### config.mk
export PLATFORM = sky130hd
export DESIGN_NAME = ehl_ahb_lite_master_flat
export DESIGN_NICKNAME = d
export VERILOG_FILES = /design/src/rtl/ehl_ahb_lite_master_if.sv /design/src/rtl/ehl_ahb_lite_master.sv /design/src/flat_wrapper.sv
export SDC_FILE = /design/constraint.sdc
export NUM_CORES = 1
export LEC_CHECK = 0
export ABC_AREA = 1
export CORE_MARGIN = 5
export CORE_UTILIZATION = 40
export CTS_CLUSTER_SIZE = 28
export DETAILED_ROUTE_END_ITERATION = 8
export GPL_ROUTABILITY_DRIVEN = 1
export HOLD_SLACK_MARGIN = 0.1
export PLACE_DENSITY = 0.77
export SLEW_MARGIN = 20
export SYNTH_ARGS = -nofsm -noshare
export SYNTH_HDL_FRONTEND = slang
export SYNTH_SLANG_ARGS = --single-unit
export TNS_END_PERCENT = 5
### constraint.sdc
create_clock -name hclk -period 1.3 [get_ports hclk]
set_clock_uncertainty 0.15 [all_clocks]
set_input_delay 0.195 -clock hclk [delete_from_list [all_inputs] [get_ports hclk]]
set_output_delay 0.195 -clock hclk [all_outputs]
set_load 0.01 [all_outputs]
### src/rtl/ehl_ahb_lite_master_if.sv
// Command/response stream and AHB-Lite bus signals for ehl_ahb_lite_master.
// The master modport is the initiator side; the slave modport is seen by the
// command source and the AHB slave.
interface ehl_ahb_lite_master_if #(
  parameter int AW = 32,
  parameter int DW = 32
);
  logic          cmd_valid;
  logic          cmd_ready;
  logic [AW-1:0] cmd_addr;
  logic          cmd_write;
  logic [2:0]    cmd_size;
  logic [DW-1:0] cmd_wdata;

  logic          rsp_valid;
  logic          rsp_err;
  logic [DW-1:0] rsp_rdata;
  logic          busy;
  logic [7:0]    err_cnt;

  logic [AW-1:0] haddr;
  logic [1:0]    htrans;
  logic          hwrite;
  logic [2:0]    hsize;
  logic [DW-1:0] hwdata;
  logic [2:0]    hburst;
  logic [3:0]    hprot;
  logic          hready;
  logic [1:0]    hresp;
  logic [DW-1:0] hrdata;

  modport master (
    input  cmd_valid, cmd_addr, cmd_write, cmd_size, cmd_wdata,
    output cmd_ready,
    output rsp_valid, rsp_err, rsp_rdata, busy, err_cnt,
    output haddr, htrans, hwrite, hsize, hwdata, hburst, hprot,
    input  hready, hresp, hrdata
  );

  modport slave (
    output cmd_valid, cmd_addr, cmd_write, cmd_size, cmd_wdata,
    input  cmd_ready,
    input  rsp_valid, rsp_err, rsp_rdata, busy, err_cnt,
    input  haddr, htrans, hwrite, hsize, hwdata, hburst, hprot,
    output hready, hresp, hrdata
  );
endinterface

### src/rtl/ehl_ahb_lite_master.sv
// AHB-Lite initiator: turns a valid/ready command stream into pipelined SINGLE
// NONSEQ transfers, with wait-state support and two-cycle ERROR cancel/reissue.
module ehl_ahb_lite_master #(
  parameter int AW = 32,
  parameter int DW = 32
) (
  input  logic                  hclk,
  input  logic                  hresetn,
  ehl_ahb_lite_master_if.master bus
);

  localparam logic [1:0] HTRANS_IDLE   = 2'b00;
  localparam logic [1:0] HTRANS_NONSEQ = 2'b10;

  logic          ap_valid;
  logic          ap_hold;
  logic          ap_write;
  logic [AW-1:0] ap_addr;
  logic [2:0]    ap_size;
  logic [DW-1:0] ap_wdata;

  logic          dp_valid;
  logic          dp_write;
  logic [DW-1:0] dp_wdata;

  logic          rsp_valid_q;
  logic          rsp_err_q;
  logic [DW-1:0] rsp_rdata_q;
  logic [7:0]    err_cnt_q;

  logic          ap_issue;
  logic          dp_error;
  logic          cmd_ready_c;
  logic          cmd_accept;
  logic          unused_hresp1;

  function automatic logic [7:0] sat_inc8(input logic [7:0] v);
    return (v == 8'hFF) ? v : v + 8'd1;
  endfunction

  always_comb begin
    ap_issue    = ap_valid & ~ap_hold;
    dp_error    = dp_valid & bus.hresp[0];
    cmd_ready_c = (~ap_valid | bus.hready) & ~ap_hold & ~dp_error;
    cmd_accept  = bus.cmd_valid & cmd_ready_c;
  end

  // Address phase -> data phase -> response; everything advances only on hready
  always_ff @(posedge hclk or negedge hresetn) begin
    if (!hresetn) begin
      ap_valid    <= 1'b0;
      ap_hold     <= 1'b0;
      ap_write    <= 1'b0;
      ap_addr     <= '0;
      ap_size     <= 3'b010;
      ap_wdata    <= '0;
      dp_valid    <= 1'b0;
      dp_write    <= 1'b0;
      dp_wdata    <= '0;
      rsp_valid_q <= 1'b0;
      rsp_err_q   <= 1'b0;
      rsp_rdata_q <= '0;
      err_cnt_q   <= 8'd0;
    end else begin
      rsp_valid_q <= 1'b0;
      if (bus.hready) begin
        if (dp_valid) begin
          rsp_valid_q <= 1'b1;
          rsp_err_q   <= bus.hresp[0];
          rsp_rdata_q <= (!dp_write && !bus.hresp[0]) ? bus.hrdata : '0;
          if (bus.hresp[0]) begin
            err_cnt_q <= sat_inc8(err_cnt_q);
          end
        end
        dp_valid <= ap_issue;
        if (ap_issue) begin
          dp_write <= ap_write;
          dp_wdata <= ap_wdata;
        end
        // A held address survives the second ERROR cycle and is reissued next
        ap_hold <= 1'b0;
        if (cmd_accept) begin
          ap_valid <= 1'b1;
          ap_addr  <= bus.cmd_addr;
          ap_write <= bus.cmd_write;
          ap_size  <= bus.cmd_size;
          ap_wdata <= bus.cmd_wdata;
        end else if (ap_issue) begin
          ap_valid <= 1'b0;
        end
      end else if (dp_error && ap_valid) begin
        ap_hold <= 1'b1;
      end
    end
  end

  assign unused_hresp1 = bus.hresp[1];

  assign bus.cmd_ready = cmd_ready_c;
  assign bus.htrans    = ap_issue ? HTRANS_NONSEQ : HTRANS_IDLE;
  assign bus.haddr     = ap_addr;
  assign bus.hwrite    = ap_write;
  assign bus.hsize     = ap_size;
  assign bus.hwdata    = dp_wdata;
  assign bus.hburst    = 3'b000;
  assign bus.hprot     = 4'b0011;
  assign bus.rsp_valid = rsp_valid_q;
  assign bus.rsp_err   = rsp_err_q;
  assign bus.rsp_rdata = rsp_rdata_q;
  assign bus.busy      = ap_valid | dp_valid;
  assign bus.err_cnt   = err_cnt_q;

endmodule

### src/flat_wrapper.sv
// flat-port wrapper written by rule: the top's interface ports become plain ports
module ehl_ahb_lite_master_flat 
#(
  parameter int AW = 32,
  parameter int DW = 32
)
  (hclk, hresetn, bus_cmd_valid, bus_cmd_addr, bus_cmd_write, bus_cmd_size, bus_cmd_wdata, bus_cmd_ready, bus_rsp_valid, bus_rsp_err, bus_rsp_rdata, bus_busy, bus_err_cnt, bus_haddr, bus_htrans, bus_hwrite, bus_hsize, bus_hwdata, bus_hburst, bus_hprot, bus_hready, bus_hresp, bus_hrdata);
  ehl_ahb_lite_master_if #(.AW(AW), .DW(DW)) bus_i ();
  input  logic hclk;
  input  logic hresetn;
  input wire logic [$bits(bus_i.cmd_valid)-1:0] bus_cmd_valid;
  input wire logic [$bits(bus_i.cmd_addr)-1:0] bus_cmd_addr;
  input wire logic [$bits(bus_i.cmd_write)-1:0] bus_cmd_write;
  input wire logic [$bits(bus_i.cmd_size)-1:0] bus_cmd_size;
  input wire logic [$bits(bus_i.cmd_wdata)-1:0] bus_cmd_wdata;
  output wire logic [$bits(bus_i.cmd_ready)-1:0] bus_cmd_ready;
  output wire logic [$bits(bus_i.rsp_valid)-1:0] bus_rsp_valid;
  output wire logic [$bits(bus_i.rsp_err)-1:0] bus_rsp_err;
  output wire logic [$bits(bus_i.rsp_rdata)-1:0] bus_rsp_rdata;
  output wire logic [$bits(bus_i.busy)-1:0] bus_busy;
  output wire logic [$bits(bus_i.err_cnt)-1:0] bus_err_cnt;
  output wire logic [$bits(bus_i.haddr)-1:0] bus_haddr;
  output wire logic [$bits(bus_i.htrans)-1:0] bus_htrans;
  output wire logic [$bits(bus_i.hwrite)-1:0] bus_hwrite;
  output wire logic [$bits(bus_i.hsize)-1:0] bus_hsize;
  output wire logic [$bits(bus_i.hwdata)-1:0] bus_hwdata;
  output wire logic [$bits(bus_i.hburst)-1:0] bus_hburst;
  output wire logic [$bits(bus_i.hprot)-1:0] bus_hprot;
  input wire logic [$bits(bus_i.hready)-1:0] bus_hready;
  input wire logic [$bits(bus_i.hresp)-1:0] bus_hresp;
  input wire logic [$bits(bus_i.hrdata)-1:0] bus_hrdata;
  assign bus_i.cmd_valid = bus_cmd_valid;
  assign bus_i.cmd_addr = bus_cmd_addr;
  assign bus_i.cmd_write = bus_cmd_write;
  assign bus_i.cmd_size = bus_cmd_size;
  assign bus_i.cmd_wdata = bus_cmd_wdata;
  assign bus_cmd_ready = bus_i.cmd_ready;
  assign bus_rsp_valid = bus_i.rsp_valid;
  assign bus_rsp_err = bus_i.rsp_err;
  assign bus_rsp_rdata = bus_i.rsp_rdata;
  assign bus_busy = bus_i.busy;
  assign bus_err_cnt = bus_i.err_cnt;
  assign bus_haddr = bus_i.haddr;
  assign bus_htrans = bus_i.htrans;
  assign bus_hwrite = bus_i.hwrite;
  assign bus_hsize = bus_i.hsize;
  assign bus_hwdata = bus_i.hwdata;
  assign bus_hburst = bus_i.hburst;
  assign bus_hprot = bus_i.hprot;
  assign bus_i.hready = bus_hready;
  assign bus_i.hresp = bus_hresp;
  assign bus_i.hrdata = bus_hrdata;
  ehl_ahb_lite_master #(.AW(AW), .DW(DW)) u_core (.hclk(hclk), .hresetn(hresetn), .bus(bus_i));
endmodule
# After elaboration in Yosys (flattened, before gate mapping)

Index checks and enable logic that the tools add are counted.

Add/sub/neg operators: 1
Equal/unequal tests: 1
Multiplexer cells: 8
Bitwise operators: 11
Reduce and logical (&&, ||, !) cells: 11

Operators with widths:

| operator            | number |
|---|---|
| $mux 32             | 1 |
| $add 8x1->8 const B | 1 |
| $eq 8x8->1 const B  | 1 |
| $reduce_and 2->1    | 4 |
| $mux 1              | 6 |
| $and 1x1->1         | 5 |
| $not 1->1           | 4 |
| $reduce_and 4->1    | 1 |
| $reduce_bool 2->1   | 2 |
| $logic_and 1x1->1   | 2 |
| $logic_not 1->1     | 2 |
| $mux 2              | 1 |
| $or 1x1->1          | 2 |

Bits in registers: 146
Output and inout bits: 121
Word-level logic and storage cells: 45

# Longest topological paths before layout

Gate-level depths: netlist of the first run.

Depth after elaboration: 7
Gate-level depth with buffers: 8

# Worst setup path before layout of the first run

No wires, ideal clock.

Path type: register to register
Start: register u_core.err_cnt_q[0], in the netlist u_core.bus.err_cnt[0]
End: register u_core.err_cnt_q[4], in the netlist u_core.bus.err_cnt[4]
Setup time: 0.117 ns
Arrival: 1.248 ns
Path slack: -0.215 ns
Cell stages (with the launch flop): 9
Path buffers: 0
Clock period less this slack: 1.515 ns
Cells stage by stage: dfrtp_1 ha_1 nand2_1 nor2_1 nand2_1 nand2_2 inv_1 nand2_1 nand2_1

Cells in the longest elaborated chain, start to end: 3
Elaborated cells between the ends (all ways): 4
Classes of those cells: 1 x add/sub; 1 x eq/ne; 1 x bitwise; 1 x reduce/logical

Ends and longest elaborated chain:

| item                                                                | RTL line                  | text |
|---|---|---|
| from (decl)                                                         | ehl_ahb_lite_master.sv:29 | `logic [7:0] err_cnt_q;` |
| from (signal assigned)                                              | ehl_ahb_lite_master.sv:72 | `err_cnt_q <= sat_inc8(err_cnt_q);` |
| parallel branches: the longest is 3 deep, another holds $add 8x1->8 | -                         |  |

Several ways; the timed one is not identified.
A chain may end at the register's enable or synchronous reset.

# Final worst setup path of the first run

Start: register u_core.dp_valid
End: output bus_cmd_ready

Cells in the longest elaborated chain, start to end: 3

Ends and longest elaborated chain:

| item                   | RTL line                  | text |
|---|---|---|
| from (decl)            | ehl_ahb_lite_master.sv:22 | `logic dp_valid;` |
| from (signal assigned) | ehl_ahb_lite_master.sv:75 | `dp_valid <= ap_issue;` |
| $and 1x1->1            | ehl_ahb_lite_master.sv:43 | `dp_error = dp_valid & bus.hresp[0];` |
| $not 1->1              | ehl_ahb_lite_master.sv:44 | `cmd_ready_c = (~ap_valid \| bus.hready) & ~ap_hold & ~dp_error;` |
| $and 1x1->1            | ehl_ahb_lite_master.sv:44 |  |
| to (decl)              | flat_wrapper.sv:16        | `output wire logic [$bits(bus_i.cmd_ready)-1:0] bus_cmd_ready;` |

No other way between the ends.

==> summary.md, run 1 <==
| Metric | Value |
|---|---|
| Fraction of layout cells with a size suffix above 1 | `0.2484` |
| FP Rows | `44` |
| Final period utilization | `1.226` |
| Mapped Cells | `about 660` |
| Internal power | `12.86 mW` |
| Mux cell area share after synthesis | `0` |
| Part of the power in registers | `0.385` |
| Clock network fraction of design power | `0.262` |
| Boundary pin count | `about 230` |
| Commonest non-fill, non-tap cell in the layout | `nand2_1` |
| Largest family of logic cells by synthesized area | `simple AND/OR/NAND/NOR gates` |
| Number of DRC markers in iteration 0 | `approximately 280` |
| Final instance area | `between 9000 and 10000 sq um` |
| Register area share after synthesis | `0.6223` |
| Die area | `17210 sq um` |
| Core area | `roughly 14000 sq um` |
| Final setup viols | `approximately 120` |
| Placed inst area | `~8600 sq um` |
| Antenna violations before repair | `0` |
| Post-layout nets | `roughly 1000` |
| Crit. End Element | `output pin` |
| Yosys reg bits | `~150` |
| Top cell type by total area after synthesis | `dfrtp_1` |
| CTS H-tree lvls | `4` |
| Post-Synth Adder-Cell Area | `0.002130` |
| Setup WS post-layout | `-0.2942 ns` |
| CP Data Required Time | `0.95 ns` |
| Via density | `roughly 4.5` |
| Crit path max fanout | `2` |
| Final Max Slew Viols | `0` |
| Syn avg cell area | `~8.9 sq um` |
| Complex-gate fraction of the synthesized area | `0.06434` |
| Setup crit start kind | `flip-flop` |
| Sw Share | `0.3276` |
| Core Util, Final | `0.6374` |
| Die H | `131.2 um` |
| Clock buffer depth | `2` |
| Area share of the largest cell type after synthesis | `0.6178` |
| WS Path Type | `flip-flop to output pin` |
| Clock slew at the register clock pins of the worst setup and hold paths | `0.06 ns` |
| Worst IR drop on VDD | `about 0.86 mV` |
| Insertion delay to the later sink of the worst-skew pair | `between 0.4 and 0.5 ns` |
| Final wirelength | `around 16 mm` |
| Top area cells in the synthesized netlist | `dfrtp_1, nand2_1, inv_1` |
| Reg2Reg Setup Slack | `-0.27 ns` |
| I/O Buffers | `217` |
| Post-DP HPWL | `between 10 and 15 mm` |
| Status | `finished, violations left` |
| CTS tree | `built` |
| Max-cap violation count | `0` |
| Arrival time worst endpoint | `between 1 and 1.5 ns` |
| Via count of the first global-routing pass | `between 4000 and 5000` |
| Largest net degree at the start of global routing | `37` |
| Tmin final | `approximately 1.6 ns` |
| Xor-xnor portion of the synthesized cell area | `0.004474` |
| Critical R2R Capture | `u_core.bus.haddr[16]$_DFFE_PN0P_` |
| CTS sink cnt | `about 150` |
| GPL Wtd Cong | `a little under 0.8` |
| DR pass1 iterations | `6` |
| Simple-gate area share of the yosys netlist | `0.2135` |
| Reg2Reg Depth | `8` |
| P_sw | `between 6 and 7 mW` |
| RR Startpoint | `u_core.dp_valid$_DFFE_PN0P_` |
| Comb pwr share | `0.354` |
| Grt total ovfl | `0` |
| # DRC | `0` |
| LEAKAGE | `~4.9 nW` |
| Violated checks | `setup timing` |
| CTS buffer count | `17` |
| Initial Util | `0.4056` |
| HP Class | `input port to asynchronous set/reset pin` |
| First-pass GRT wire length | `around 26 mm` |
| Chip width | `between 100 and 150 um` |
| N_diodes | `0` |
| CTS root buf | `clkbuf_16` |
| Most frequent cells in the layout | `nand2_1, dfrtp_1, clkdlybuf4s50_1` |
| Cell variety after synth | `24` |
| Wirelength per Cell | `roughly 14 um` |
| Synthesis-to-layout area growth | `57.14%` |
| Mapped cell area | `between 5000 and 6000 sq um` |
| Fmax | `627.3 MHz` |
| GRT Resource Usage Total | `0.1844` |
| RSZ-0062 raised after global routing | `yes` |
| Fin. Hold Viols | `0` |
| Via count | `approximately 5000` |
| Synth warn | `0` |
| P per Cell Area | `a little over 2000 nW/um^2` |
| Post-route ant nets | `0` |
## cell usage after synthesis
| master | count |
|---|---|
| nand2_1 | 262 |
| clkbuf_1 | 13 |
| nand4_1 | 3 |
| buf_4 | 13 |
| inv_2 | 1 |
| a21oi_1 | 2 |
| nand2_2 | 3 |
| dfstp_2 | 1 |
| a211oi_1 | 1 |
| buf_6 | 4 |
| nor2_2 | 1 |
| buf_2 | 8 |
| nor2_4 | 1 |
| nand3_1 | 37 |
| xor2_1 | 2 |
| o21ai_1 | 30 |
| o21ai_0 | 42 |
| dfrtp_1 | 145 |
| inv_1 | 80 |
| ha_1 | 1 |
| xnor2_1 | 1 |
| clkbuf_2 | 1 |
| conb_1 | 2 |
| nor2_1 | 8 |
## final cells by class
| cell class | count | area [sq um] |
|---|---|---|
| Multi-Input combinational cell | 402 | 1803 |
| Inverter | 81 | 309.0 |
| Clock buffer | 25 | 525.5 |
| Timing Repair Buffer | 277 | 2610 |
| Sequential cell | 146 | 3656 |
| Tap cell | 184 | 230.2 |
| Fill cell | 1214 | 5250 |
| Clock inverter | 7 | 95.09 |
## worst max-delay path, stage by stage (launching register included)
cell,delay [ns]
dfrtp_1,0.40
nand2_2,0.07
inv_1,0.06
a211oi_2,0.15
buf_2,0.16
## power by group through the flow
stage | logic (mW) | registers (mW) | clock network (mW)
6_report | 6.76 | 7.36 | 5.00
5_1_grt | 7.45 | 7.55 | 5.31
4_1_cts | 6.34 | 7.28 | 5.11
3_5_place_dp | 7.21 | 7.28 | 0
3_3_place_gp | 7.08 | 7.25 | 0
2_1_floorplan | 2.20 | 7.84 | 0
## sequential cells by signal, summed over array words and instances (netlist names)
register,flops
u_core.ap_hold,1
u_core.ap_valid,1
u_core.ap_wdata,32
u_core.bus.err_cnt,8
u_core.bus.haddr,32
u_core.bus.hsize,3
u_core.bus.hwdata,32
u_core.bus.hwrite,1
u_core.bus.rsp_err,1
u_core.bus.rsp_rdata,32
u_core.bus.rsp_valid,1
u_core.dp_valid,1
u_core.dp_write,1
## stage by stage
step	power [mW]	cells	setup slack [ns]	hold WS [ns]	setup TNS [ns]
after floorplan	10.04	668	-0.1829	-0.2506	-3.643
after global placement	14.33	1078	-0.5292	-0.05566	-50.30
after detailed placement	14.49	1078	-0.5607	-0.05448	-51.47
after CTS	18.73	1116	-0.3010	0.07378	-17.62
after global routing	20.31	1122	-0.3930	0.1083	-31.19
final	19.12	1122	-0.2942	0.08713	-20.56
## logic make-up (layout without fill, tap and decap cells)
logic type,Yosys count,in the layout
AND/OR/NAND/NOR,315,315
flip-flops,146,146
other,2,8
adder cells (fa/ha/maj),1,1
XOR/XNOR,3,3
buffers and inverters,120,390
AO/OA/AOI/OAI,75,75
## layer usage
layer	global-route usage	wire length, um	part of all wire	up-vias
met5	0	0	0	-
met4	0.05716	178	0.011	0
met3	0.06881	1357	0.084	15
met2	0.2932	7729	0.48	173
met1	0.2351	6881	0.43	2339
li1	-	-	-	2535
## worst max path at each step
stage	from	endpoint	slack, ns	cells after the start
floorplan	u_core.bus.err_cnt[0]$_DFFE_PN0P_	u_core.bus.err_cnt[4]$_DFFE_PN0P_	-0.18	8
global placement	bus_hresp[0]	bus_cmd_ready	-0.53	5
detailed placement	bus_hready	bus_cmd_ready	-0.56	4
CTS	u_core.dp_valid$_DFFE_PN0P_	bus_cmd_ready	-0.30	4
global route	u_core.dp_valid$_DFFE_PN0P_	bus_cmd_ready	-0.39	4
finish	u_core.dp_valid$_DFFE_PN0P_	bus_cmd_ready	-0.29	4
## timing repair
item	CTS	global route
buffers inserted	5	2
gates resized for setup	493	43
setup endpoints to repair	223	248
endpoints found under the hold margin	146	0
hold buffers	1	0
cloned	0	4
pin swaps	6	0
(Power assumes the default switching activity.)
==> inputs of run 2 (changes only) <==
PLACE_DENSITY = 0.83   (was 0.77)
==> summary.md, run 2 (same netlist as run 1, synthesis figures left out) <==
| Metric | Value |
|---|---|
| Status | `finished, violations left` |
| Violated checks | `setup timing` |
| GPL Wtd Cong | `0.8321 (+6.4%)` |
| CP Data Required Time | `1.45 ns (+0.50 ns)` |
| Clock network fraction of design power | `0.276 (+0.014)` |
| CP max-delay cell | `dfrtp_1` |
| Reg2Reg Setup Slack | `-0.36 ns (-0.09 ns)` |
| Largest net degree at the start of global routing | `55 (+49%)` |
| Comb pwr share | `0.351 (-0.003)` |
| GRT Resource Usage Total | `0.1897 (+0.005388)` |
| Fin. Hold Viols | `0 (unchanged)` |
| P_sw | `6.409 mW (+2.3%)` |
| Clock slew at the register clock pins of the worst setup and hold paths | `0.06 ns (about the same)` |
| Boundary pin count | `227 (unchanged)` |
| CTS root buf | `clkbuf_16` |
| CTS sink cnt | `146 (unchanged)` |
| Slowest stage delay, CP | `0.40 ns (about the same)` |
| Initial Util | `0.4056 (unchanged)` |
| RSZ-0062 raised after global routing | `yes` |
| LEAKAGE | `5.003 nW (+1.2%)` |
| Via count | `5227 (+3.3%)` |
| Sw Share | `0.3246 (-0.002990)` |
| First-pass GRT wire length | `26.88 mm (+3.5%)` |
| P per Cell Area | `2121 nW/um^2 (+2.4%)` |
| # DRC | `0 (unchanged)` |
| CTS tree | `built` |
| CP Cell Sequence | `nand2_2 -> buf_4 -> nand4_1 -> buf_6 -> clkbuf_16 -> clkbuf_16 -> nand2_1 -> o21ai_1` |
| Setup WS post-layout | `-0.3557 ns (-0.06158 ns)` |
| Wirelength per Cell | `15.23 um (+5.8%)` |
| Part of the power in registers | `0.374 (-0.011)` |
| N_diodes | `0 (unchanged)` |
| CTS buffer count | `17 (unchanged)` |
| Via count of the first global-routing pass | `5361 (+7.3%)` |
| Final setup viols | `127 (+6.7%)` |
| Most frequent cell on the critical path | `clkbuf_16` |
| Core area | `14480 sq um (unchanged)` |
| Worst path bufs/invs | `4 (+2)` |
| Die area | `17210 sq um (unchanged)` |
| Worst IR drop on VDD | `1.137 mV (+31%)` |
| Clock buffer depth | `2 (unchanged)` |
| Max-cap violation count | `0 (unchanged)` |
| Fraction of layout cells with a size suffix above 1 | `0.2503 (+0.001867)` |
| CTS H-tree lvls | `4 (unchanged)` |
| Finished Layout Cells | `1119 (-0.27%)` |
| Post-DP HPWL | `11.53 mm (+3.1%)` |
| Number of DRC markers in iteration 0 | `270 (-1.8%)` |
| Insertion delay to the later sink of the worst-skew pair | `0.42 ns (about the same)` |
| Pwr Total | `19.75 mW (+3.3%)` |
| Final wirelength | `17.04 mm (+5.6%)` |
| Synthesis-to-layout area growth | `58.52%` |
| FP Rows | `44 (unchanged)` |
| Crit-path leading delay family | `buffers and inverters` |
| HP Class | `input port to asynchronous set/reset pin` |
| Setup crit start kind | `flip-flop` |
| Crit. End Element | `flip-flop` |
| Tmin final | `1.656 ns (+0.06158 ns)` |
| Antenna violations before repair | `0 (unchanged)` |
| Placed cells | `1072 (-0.56%)` |
| Commonest non-fill, non-tap cell in the layout | `nand2_1` |
| Arrival time worst endpoint | `1.81 ns (+0.56 ns)` |
| Chip width | `131.2 um (unchanged)` |
| WS Path Type | `flip-flop to flip-flop` |
| Final Max Slew Viols | `0 (unchanged)` |
| Via density | `4.671 (+3.5%)` |
| Internal power | `13.34 mW (+3.7%)` |
| Most frequent cells in the layout | `nand2_1, dfrtp_1, clkdlybuf4s50_1` |
| Fmax | `604.0 MHz (-3.7%)` |
| Grt total ovfl | `0 (unchanged)` |
| Post-layout nets | `1030 (-0.19%)` |
| Post-route ant nets | `0 (unchanged)` |
| Crit path max fanout | `14 (+12)` |
| Die H | `131.2 um (unchanged)` |
| I/O Buffers | `217 (unchanged)` |
| DR pass1 iterations | `4 (-2)` |
| Final period utilization | `1.274 (+0.04737)` |
-- run 2: timing repair --
action | 4_1_cts | 5_1_grt
buffers inserted | 6 | 1
resized for setup | 500 | 64
endpoints found under the setup margin | 252 | 252
hold buffers | 1 | 1
endpoints found under the hold margin | 146 | 4
pin swaps | 4 | 1
cloned | 0 | 7
-- run 2: area by class of cell --
type                    count  area [sq um]
fillers                  1163          5169
multi-input cells         402          1812
repair buffers            275          2644
well taps                 184         230.2
clock inverters             9         176.4
inverters                  81         309.0
flip-flops and latches    146          3655
clock buffers              22         484.2
-- run 2: path summary, 6_finish.rpt --
kind,endpoint,cells past startpoint,startpoint
worst max-delay path,u_core.ap_wdata[24]$_DFFE_PN0P_,8,u_core.dp_valid$_DFFE_PN0P_
max in group asynchronous,u_core.bus.err_cnt[4]$_DFFE_PN0P_,3,hresetn
worst max register to register,u_core.ap_wdata[24]$_DFFE_PN0P_,8,u_core.dp_valid$_DFFE_PN0P_
worst min register to register,u_core.bus.rsp_rdata[6]$_DFFE_PN0P_,2,u_core.bus.rsp_rdata[6]$_DFFE_PN0P_
worst min-delay path,u_core.ap_wdata[28]$_DFFE_PN0P_,2,hresetn
min in group hclk,u_core.bus.hsize[1]$_DFFE_PN1P_,3,bus_cmd_size[1]
-- run 2: metal layers --
| layer | global-route usage | wire length, um |
|---|---|---|
| met1 | 0.2311 | 7068 |
| met2 | 0.3093 | 8304 |
| met3 | 0.06728 | 1334 |
| met4 | 0.07390 | 337 |
| met5 | 0 | 0 |
-- run 2: power groups by stage --
stage | clock network, mW | registers, mW | logic, mW
3_3_place_gp | 0 | 7.24 | 6.99
6_report | 5.45 | 7.38 | 6.92
2_1_floorplan | 0 | 7.84 | 2.20
4_1_cts | 5.52 | 7.28 | 6.40
3_5_place_dp | 0 | 7.30 | 7.17
5_1_grt | 5.73 | 7.59 | 7.63
-- run 2: worst reg2reg max path: stages (launching register included) --
cell and delay, ns:
dfrtp_1 0.40, nand2_2 0.08, buf_4 0.13, nand4_1 0.12, buf_6 0.17, clkbuf_16 0.17
clkbuf_16 0.18, nand2_1 0.07, o21ai_1 0.07
-- run 2: through the flow --
stage / setup slack (ns) / TNS, ns / instance area (sq um) / util / hold slack [ns]
floorplan: -0.1829 / -3.643 / 5903 / - / -0.2506
global placement: -0.5253 / -50.33 / 8551 / 0.5906 / -0.06523
detailed placement: -0.5978 / -53.38 / 8551 / 0.5906 / -0.06397
CTS: -0.3335 / -18.79 / 8902 / 0.6148 / 0.05615
global route: -0.4069 / -33.07 / 9310 / 0.6430 / 0.1050
finish: -0.3557 / -23.62 / 9310 / 0.6430 / 0.07345
